===== src/rtl/uart_rx.sv =====
`default_nettype none
// ============================================================================
//  Module   : uart_rx
//  Purpose  : 8N1 UART receiver with mid-bit sampling, a single-entry
//             valid/ready output holding register, and frame-error and
//             overrun pulses.
//  Revision : 1.0 - initial release
// ============================================================================
module uart_rx #(
    parameter int CLKS_PER_BIT = 868
) (
    input  logic       clk,
    input  logic       rst_n,
    input  logic       rx,
    output logic [7:0] rx_data,
    output logic       rx_valid,
    input  logic       rx_ready,
    output logic       frame_err,
    output logic       overrun,
    output logic       busy
);

    // The bit timer must be able to hold CLKS_PER_BIT-1.
    localparam int c_TMR_W = (CLKS_PER_BIT > 1) ? $clog2(CLKS_PER_BIT) : 1;
    localparam logic [c_TMR_W-1:0] c_BIT_END  = c_TMR_W'(CLKS_PER_BIT - 1);
    localparam logic [c_TMR_W-1:0] c_HALF_END = c_TMR_W'((CLKS_PER_BIT / 2) - 1);

    typedef enum logic [2:0] {
        S_IDLE      = 3'd0,
        S_START     = 3'd1,
        S_DATA      = 3'd2,
        S_STOP      = 3'd3,
        S_WAIT_IDLE = 3'd4
    } state_t;

    state_t               r_state;
    state_t               w_next;
    logic                 r_rx_meta;
    logic                 r_rx_s;
    logic [c_TMR_W-1:0]   r_timer;
    logic [2:0]           r_bit_idx;
    logic [7:0]           r_shift;
    logic [7:0]           r_rx_data;
    logic                 r_rx_valid;
    logic                 r_frame_err;
    logic                 r_overrun;
    logic                 w_sample;
    logic                 w_deliver;
    logic                 w_bad_stop;

    // Two-flop synchronizer; flops reset to the idle (high) line level.
    always_ff @(posedge clk or negedge rst_n) begin
        if (!rst_n) begin
            r_rx_meta <= 1'b1;
            r_rx_s    <= 1'b1;
        end else begin
            r_rx_meta <= rx;
            r_rx_s    <= r_rx_meta;
        end
    end

    // FSM state register.
    always_ff @(posedge clk or negedge rst_n) begin
        if (!rst_n) begin
            r_state <= S_IDLE;
        end else begin
            r_state <= w_next;
        end
    end

    // Next-state logic and per-cycle strobes for sampling and stop-bit outcome.
    always_comb begin
        w_next     = r_state;
        w_sample   = 1'b0;
        w_deliver  = 1'b0;
        w_bad_stop = 1'b0;
        case (r_state)
            S_IDLE: begin
                if (!r_rx_s) begin
                    w_next = S_START;
                end
            end
            S_START: begin
                // Re-check the line at the middle of the start bit; a high
                // level here means the falling edge was only a glitch.
                if (r_timer == c_HALF_END) begin
                    w_next = r_rx_s ? S_IDLE : S_DATA;
                end
            end
            S_DATA: begin
                if (r_timer == c_BIT_END) begin
                    w_sample = 1'b1;
                    if (r_bit_idx == 3'd7) begin
                        w_next = S_STOP;
                    end
                end
            end
            S_STOP: begin
                if (r_timer == c_BIT_END) begin
                    if (r_rx_s) begin
                        w_deliver = 1'b1;
                        w_next    = S_IDLE;
                    end else begin
                        w_bad_stop = 1'b1;
                        w_next     = S_WAIT_IDLE;
                    end
                end
            end
            S_WAIT_IDLE: begin
                // Hold off until the line returns high so a break does not
                // look like a new start bit.
                if (r_rx_s) begin
                    w_next = S_IDLE;
                end
            end
            default: begin
                w_next = S_IDLE;
            end
        endcase
    end

    // Bit timer: cleared on every state change and at each data-bit sample.
    always_ff @(posedge clk or negedge rst_n) begin
        if (!rst_n) begin
            r_timer <= '0;
        end else if ((w_next != r_state) || w_sample) begin
            r_timer <= '0;
        end else if ((r_state == S_START) || (r_state == S_DATA) ||
                     (r_state == S_STOP)) begin
            r_timer <= r_timer + 1'b1;
        end else begin
            r_timer <= '0;
        end
    end

    // Bit index counts samples 0..7 and saturates; cleared outside DATA.
    always_ff @(posedge clk or negedge rst_n) begin
        if (!rst_n) begin
            r_bit_idx <= 3'd0;
        end else if (r_state != S_DATA) begin
            r_bit_idx <= 3'd0;
        end else if (w_sample && (r_bit_idx != 3'd7)) begin
            r_bit_idx <= r_bit_idx + 3'd1;
        end
    end

    // Shift register: each sample enters at the MSB so bit 0 ends up LSB.
    always_ff @(posedge clk or negedge rst_n) begin
        if (!rst_n) begin
            r_shift <= 8'h00;
        end else if (w_sample) begin
            r_shift <= {r_rx_s, r_shift[7:1]};
        end
    end

    // Output holding register with overrun detection and one-cycle pulses.
    always_ff @(posedge clk or negedge rst_n) begin
        if (!rst_n) begin
            r_rx_data   <= 8'h00;
            r_rx_valid  <= 1'b0;
            r_frame_err <= 1'b0;
            r_overrun   <= 1'b0;
        end else begin
            r_frame_err <= w_bad_stop;
            r_overrun   <= 1'b0;
            if (w_deliver) begin
                if (r_rx_valid && !rx_ready) begin
                    // Pending byte not consumed: drop the new one.
                    r_overrun <= 1'b1;
                end else begin
                    // Either empty or consumed this cycle: take the new byte.
                    r_rx_data  <= r_shift;
                    r_rx_valid <= 1'b1;
                end
            end else if (r_rx_valid && rx_ready) begin
                r_rx_valid <= 1'b0;
            end
        end
    end

    assign rx_data   = r_rx_data;
    assign rx_valid  = r_rx_valid;
    assign frame_err = r_frame_err;
    assign overrun   = r_overrun;
    assign busy      = (r_state != S_IDLE);

endmodule
`default_nettype wire


===== config.mk =====
export PLATFORM = sky130hd
export DESIGN_NAME = uart_rx
export DESIGN_NICKNAME = d
export VERILOG_FILES = /design/src/rtl/uart_rx.sv
export SDC_FILE = /design/constraint.sdc
export NUM_CORES = 1
export LEC_CHECK = 0
export ABC_AREA = 1
export CAP_MARGIN = 0
export CORE_ASPECT_RATIO = 1.1
export CORE_UTILIZATION = 45
export DETAILED_ROUTE_END_ITERATION = 6
export PLACE_DENSITY = 0.75
export SKIP_LAST_GASP = 1
export SYNTH_ARGS = -nofsm -noshare
export SYNTH_HDL_FRONTEND = slang
export SYNTH_SLANG_ARGS = --single-unit
export TNS_END_PERCENT = 30

===== constraint.sdc =====
create_clock -name clk -period 2.56 [get_ports clk]
set_clock_uncertainty 0.1 [all_clocks]
set_input_delay 0.512 -clock clk [delete_from_list [all_inputs] [get_ports clk]]
set_output_delay 0.512 -clock clk [all_outputs]
set_load 0.02 [all_outputs]

==> qor.yml, run 1 <==
maxCapViolCount: 0
vias_per_cell: 4.84
crit_path_max_fanout: 6
crit_path_start_kind: "flop"
outcome: "finished clean"
slew_viol_final: 0
hpwl_um: 2180
setup_viol: 0
worstMarginPinSlew_ns: 0.791
avgRoutedWirePerCell_um: 10.9
syn_area_um2: 1790
insertion_delay_ns: 0.30
min_period_over_period_pct: 87.3
cts_tree: "yes"
rows: 23
netlist_instances: 206
critical_path_class: "flop to output port"
numPortBuffers: 15
io_pins: 16
antenna_left: 0
htree_levels: 2
hold_class: "input pin to async pin"
gp_congestion: 0.856
dp_slack_ns: 0.638
ir_drop_uv: 280
synth_simple_gate_area_share_pct: 26.1
drtIter0Drc: 76
cts_hold_buf: 0
setup_slack_ns: 0.324
synth_area_per_cell_um2: 8.69
p_leak_nw: 0.967
crit_chain: "nor2_1, nand2_1, clkdlybuf4s50_1"
ys_types: 25
grt_pass1_vias: 1235
relSlewSlack_pct: 47.3
end_kind: "output port"
cts_root_buf: "clkbuf_8"
synthMuxAreaShare_pct: 0
initial_utilization_pct: 48.2
die-area_um2: 4240
cts_buffers: 5
critPathArrivalTime_ns: 1.62
cts_resized: 0
antenna_cells: 0
yosys_warnings: 0
drive_above_1_share_pct: 13.7
drc: 0
crit_required_ns: 1.95
grt_max_degree: 38
synth_top_family_by_area: "simple AND/OR/NAND/NOR gates"
synth_compound_area_share_pct: 11.9
fmax_ghz: 0.447
power.density_nw_per_um2: 496
synth-xor-area-share_pct: 0
syn_nets: 214
vias: 1341
path_clk_slew_ns: 0.08
grt_usage_pct: 16.7
die_w_um: 62.1
power_w: 0.00103
final_common_cell: "nand2_1"
ys_ff_latch: 37
clkSinkCount: 37
coreArea_um2: 3710
crit_slowest_cell: "clkdlybuf4s50_1"
reg2reg_depth: 10
firstDrtPassIters: 4
tns_ns: 0
layout.nets: 234
final_cell_mix: "nand2_1, dfrtp_1, inv_1"
synth_fa_ha_area_share_pct: 2.80
hold_viol: 0
drt-total-wl_um: 3010
antenna_found_initial: 0
die_y_um: 68.2
critPathMaxStageDelay_ns: 0.54
min_period_ns: 2.24
grt_pass1_wl_um: 5260
rsz0062_at_grt: "no"
postCtsSetupRepairBufs: 0
grt_overflow: 0
cts_max_path_buffers: 2
area_growth_pct: 16.1
yosysSeqAreaShare_pct: 51.9
worst paths after layout:
check / to / slack, ns / startpoint
max: busy / 0.32 / r_state[0]
min: rx_valid / 0.20 / rst_n
max reg2reg: r_timer[6] / 0.77 / r_timer[0]
min reg2reg: r_rx_s / 0.26 / r_rx_meta
max in group asynchronous: r_timer[1] / 1.66 / rst_n
min in group clk: r_rx_s / 0.26 / r_rx_meta
logic make-up after synthesis:
| family | count (synthesis) |
|---|---|
| compound gates | 32 |
| flops | 37 |
| fa+ha+maj | 4 |
| simple gates | 100 |
| buf+inv | 33 |
worst max-delay path: cells and delay by family (launching register included):
kind | cells | cell delay [ns]
DFF | 1 | 0.44
buffers and inverters | 1 | 0.54
and+or+nand+nor | 2 | 0.35
routing by layer:
| metal | track usage, % | routed length [um] | share of wire (%) | vias up |
|---|---|---|---|---|
| met5 | 0 | 0 | 0 | - |
| met4 | 8.72 | 67 | 2.2 | 0 |
| met3 | 5.50 | 108 | 3.6 | 7 |
| met2 | 29.0 | 1410 | 47 | 19 |
| met1 | 18.7 | 1420 | 47 | 610 |
| li1 | - | - | - | 705 |
stage by stage:
stage / hold slack (ns) / std cells / util, % / instance area, um^2
global route: 0.265 / 277 / 56.0 / 2080
global placement: 0.246 / 269 / 53.4 / 1980
finish: 0.197 / 277 / 56.0 / 2080
CTS: 0.221 / 277 / 56.0 / 2080
detailed placement: 0.248 / 269 / 53.4 / 1980
floorplan: 0.116 / 206 / - / 1790
cell usage after synthesis (all sizes together):
| library cell | instances | area, um^2 |
|---|---|---|
| a21boi | 1 | 7.51 |
| nand2 | 47 | 184 |
| nand3 | 14 | 82.6 |
| buf | 1 | 11.3 |
| a22o | 2 | 17.5 |
| a21oi | 3 | 15.0 |
| o211ai | 3 | 22.5 |
| dfrtp | 35 | 876 |
| nor4 | 1 | 6.26 |
| nor2 | 28 | 120 |
| o21ai | 21 | 135 |
| o31ai | 2 | 15.0 |
| nand4 | 7 | 58.8 |
| or2 | 1 | 6.26 |
| clkbuf | 1 | 3.75 |
| ha | 4 | 50.1 |
| inv | 31 | 116 |
| nor3 | 2 | 10.0 |
| dfstp | 2 | 52.6 |
flip-flops by register name, indices dropped and copies added (netlist names):
register,flops
r_timer,10
r_shift,8
rx_data,8
r_bit_idx,3
r_state,3
frame_err,1
overrun,1
r_rx_meta,1
r_rx_s,1
rx_valid,1
report_power, final:
part	switching (W)	total, W	internal, W	leakage, nW
clock network	0.000208	0.000426	0.000218	0.0512
logic	0.0000131	0.0000167	0.00000365	0.421
registers	0.00000133	0.000588	0.000587	0.495
layout make-up:
class | instances | area, um^2
multi-input combinational | 136 | 731
timing repair buffer | 15 | 145
inverter | 31 | 116
sequential | 37 | 928
clock buffer | 6 | 82.6
fill | 326 | 1630
tap | 50 | 62.6
clock inverter | 2 | 13.8
No activity file was read; power rests on OpenSTA's default activity.
==> inputs of run 2 (changes only) <==
--- a/config.mk
+++ b/config.mk
@@ -7,10 +7,12 @@
 export LEC_CHECK = 0
 export ABC_AREA = 1
 export CAP_MARGIN = 0
+export CELL_PAD_IN_SITES_DETAIL_PLACEMENT = 2
+export CELL_PAD_IN_SITES_GLOBAL_PLACEMENT = 2
 export CORE_ASPECT_RATIO = 1.1
-export CORE_UTILIZATION = 45
+export CORE_UTILIZATION = 37
 export DETAILED_ROUTE_END_ITERATION = 6
-export PLACE_DENSITY = 0.75
+export PLACE_DENSITY = 0.93
 export SKIP_LAST_GASP = 1
 export SYNTH_ARGS = -nofsm -noshare
 export SYNTH_HDL_FRONTEND = slang
==> run 2 against run 1 <==
Compared with the run above: cell count up 2.2%; global-route usage up 5.9 points; critical path depth unchanged; sequential power about the same; via count up 13%; clock-buffer cell count down 1; utilization down 11 points; register-to-register slack worse by 0.20 ns.
==> qor.yml, run 2 (same netlist as run 1, synthesis figures left out) <==
outcome: "finished clean"
place_inst: 275  # +2.2%
io_pins: 16  # unchanged
drtIter0Drc: 90  # +18%
postCtsSetupRepairBufs: 0  # unchanged
layout.nets: 234  # unchanged
power_w: 0.00113  # +9.6%
area_growth_pct: 17.6
relSlewSlack_pct: 43.9  # -3.3 points
grt_pass1_wl_um: 8270  # +57%
critical_path_class: "flop to output port"
cts_hold_buf: 0  # unchanged
coreArea_um2: 4650  # +25%
end_kind: "output port"
power.density_nw_per_um2: 537  # +8.2%
crit_path_max_fanout: 6  # unchanged
vias: 1509  # +13%
grt_pass1_vias: 1669  # +35%
grt_overflow: 0  # unchanged
hold_class: "input pin to async pin"
antenna_cells: 0  # unchanged
clkSinkCount: 37  # unchanged
grt_max_degree: 38  # unchanged
htree_levels: 2  # unchanged
maxCapViolCount: 0  # unchanged
drc: 0  # unchanged
tns_ns: 0  # unchanged
drive_above_1_share_pct: 13.7  # unchanged
cp-startpoint: "r_state[0]"
rsz0062_at_grt: "no"
worstMarginPinSlew_ns: 0.841  # +0.0496 ns
largest_reg_flops: 10  # unchanged
regMostFlops: "r_timer"
hold_viol: 0  # unchanged
crit_required_ns: 1.95  # about the same
min_period_over_period_pct: 91.3  # +4.0 points
die-area_um2: 5120  # +21%
antenna_left: 0  # unchanged
setup_viol: 0  # unchanged
die_w_um: 68.3  # +10%
numPortBuffers: 15  # unchanged
insertion_delay_ns: 0.30  # about the same
slew_viol_final: 0  # unchanged
initial_utilization_pct: 38.5  # -9.7 points
worstReg2RegStart: "r_timer[0]"
antenna_found_initial: 0  # unchanged
final_util_pct: 45.3  # -11 points
firstDrtPassIters: 4  # unchanged
vias_per_cell: 5.33  # +10%
drt-total-wl_um: 5180  # +72%
final_common_cell: "nand2_1"
path_clk_slew_ns: 0.08  # about the same
cts_tree: "yes"
hpwl_um: 4000  # +84%
p_leak_nw: 0.971  # +0.33%
critPathArrivalTime_ns: 1.73  # +0.11 ns
avgRoutedWirePerCell_um: 18.3  # +69%
cts_root_buf: "clkbuf_8"
rows: 26  # +13%
grt_usage_pct: 22.6  # +5.9 points
cts_buffers: 5  # unchanged
die_y_um: 75.0  # +10%
gp_congestion: 0.753  # -12%
cts_resized: 0  # unchanged
min_period_ns: 2.34  # +0.102 ns
cts_max_path_buffers: 2  # unchanged
stdcell_count: 283  # +2.2%
final_cell_mix: "nand2_1, dfrtp_1, inv_1"
crit_path_start_kind: "flop"
ir_drop_uv: 235  # -16%
fmax_ghz: 0.428  # -4.3%
run 2: changes by cell type in the layout (fill, tap and decap cells not counted):
cell        previous run  this run
clkinvlp_4             0         1
clkinv_2               1         0
bufinv_16              0         1
clkbuf_8               6         5
run 2: worst paths after layout:
path	to	cells past startpoint	slack (ns)
setup / recovery	busy	3	0.22
hold / removal	frame_err	1	0.21
hold reg to reg	r_rx_s	0	0.26
setup reg to reg	r_timer[9]	10	0.57
min in group clk	r_rx_s	0	0.26
max in group asynchronous	r_timer[5]	1	1.61
run 2: layout make-up:
class | count | area [um^2]
clock buffer | 5 | 68.8
clock inverter | 3 | 46.3
fill | 522 | 2550
inverter | 31 | 116
multi-input combinational | 136 | 731
sequential | 37 | 928
tap | 56 | 70.1
timing repair buffer | 15 | 145
run 2: through the flow:
stage                     hold WS (ns)  area (um^2)  setup WS, ns
after floorplan                  0.116         1790         0.977
after global routing             0.270         2110         0.124
after global placement           0.247         1990         0.647
after detailed placement         0.255         1990         0.540
final                            0.209         2110         0.223
after CTS                        0.246         2110         0.208
run 2: worst max-delay path: stages, from the launching register on:
cell	delay, ns
dfrtp_1	0.45
nor2_1	0.34
nand2_1	0.09
clkdlybuf4s50_1	0.55
run 2: per-layer routing:
metal	vias to the layer above	part of all wire (%)	track usage, %
met5	-	0	0
met4	0	1.3	6.25
met3	8	2.0	4.09
met2	21	56	42.6
met1	773	40	25.6
li1	707	-	-
run 2: power breakdown:
group	switching (W)	internal [W]	total, W	leakage (nW)
clock network	0.000232	0.000292	0.000524	0.0543
registers	0.00000144	0.000587	0.000588	0.495
logic	0.0000147	0.00000368	0.0000184	0.421
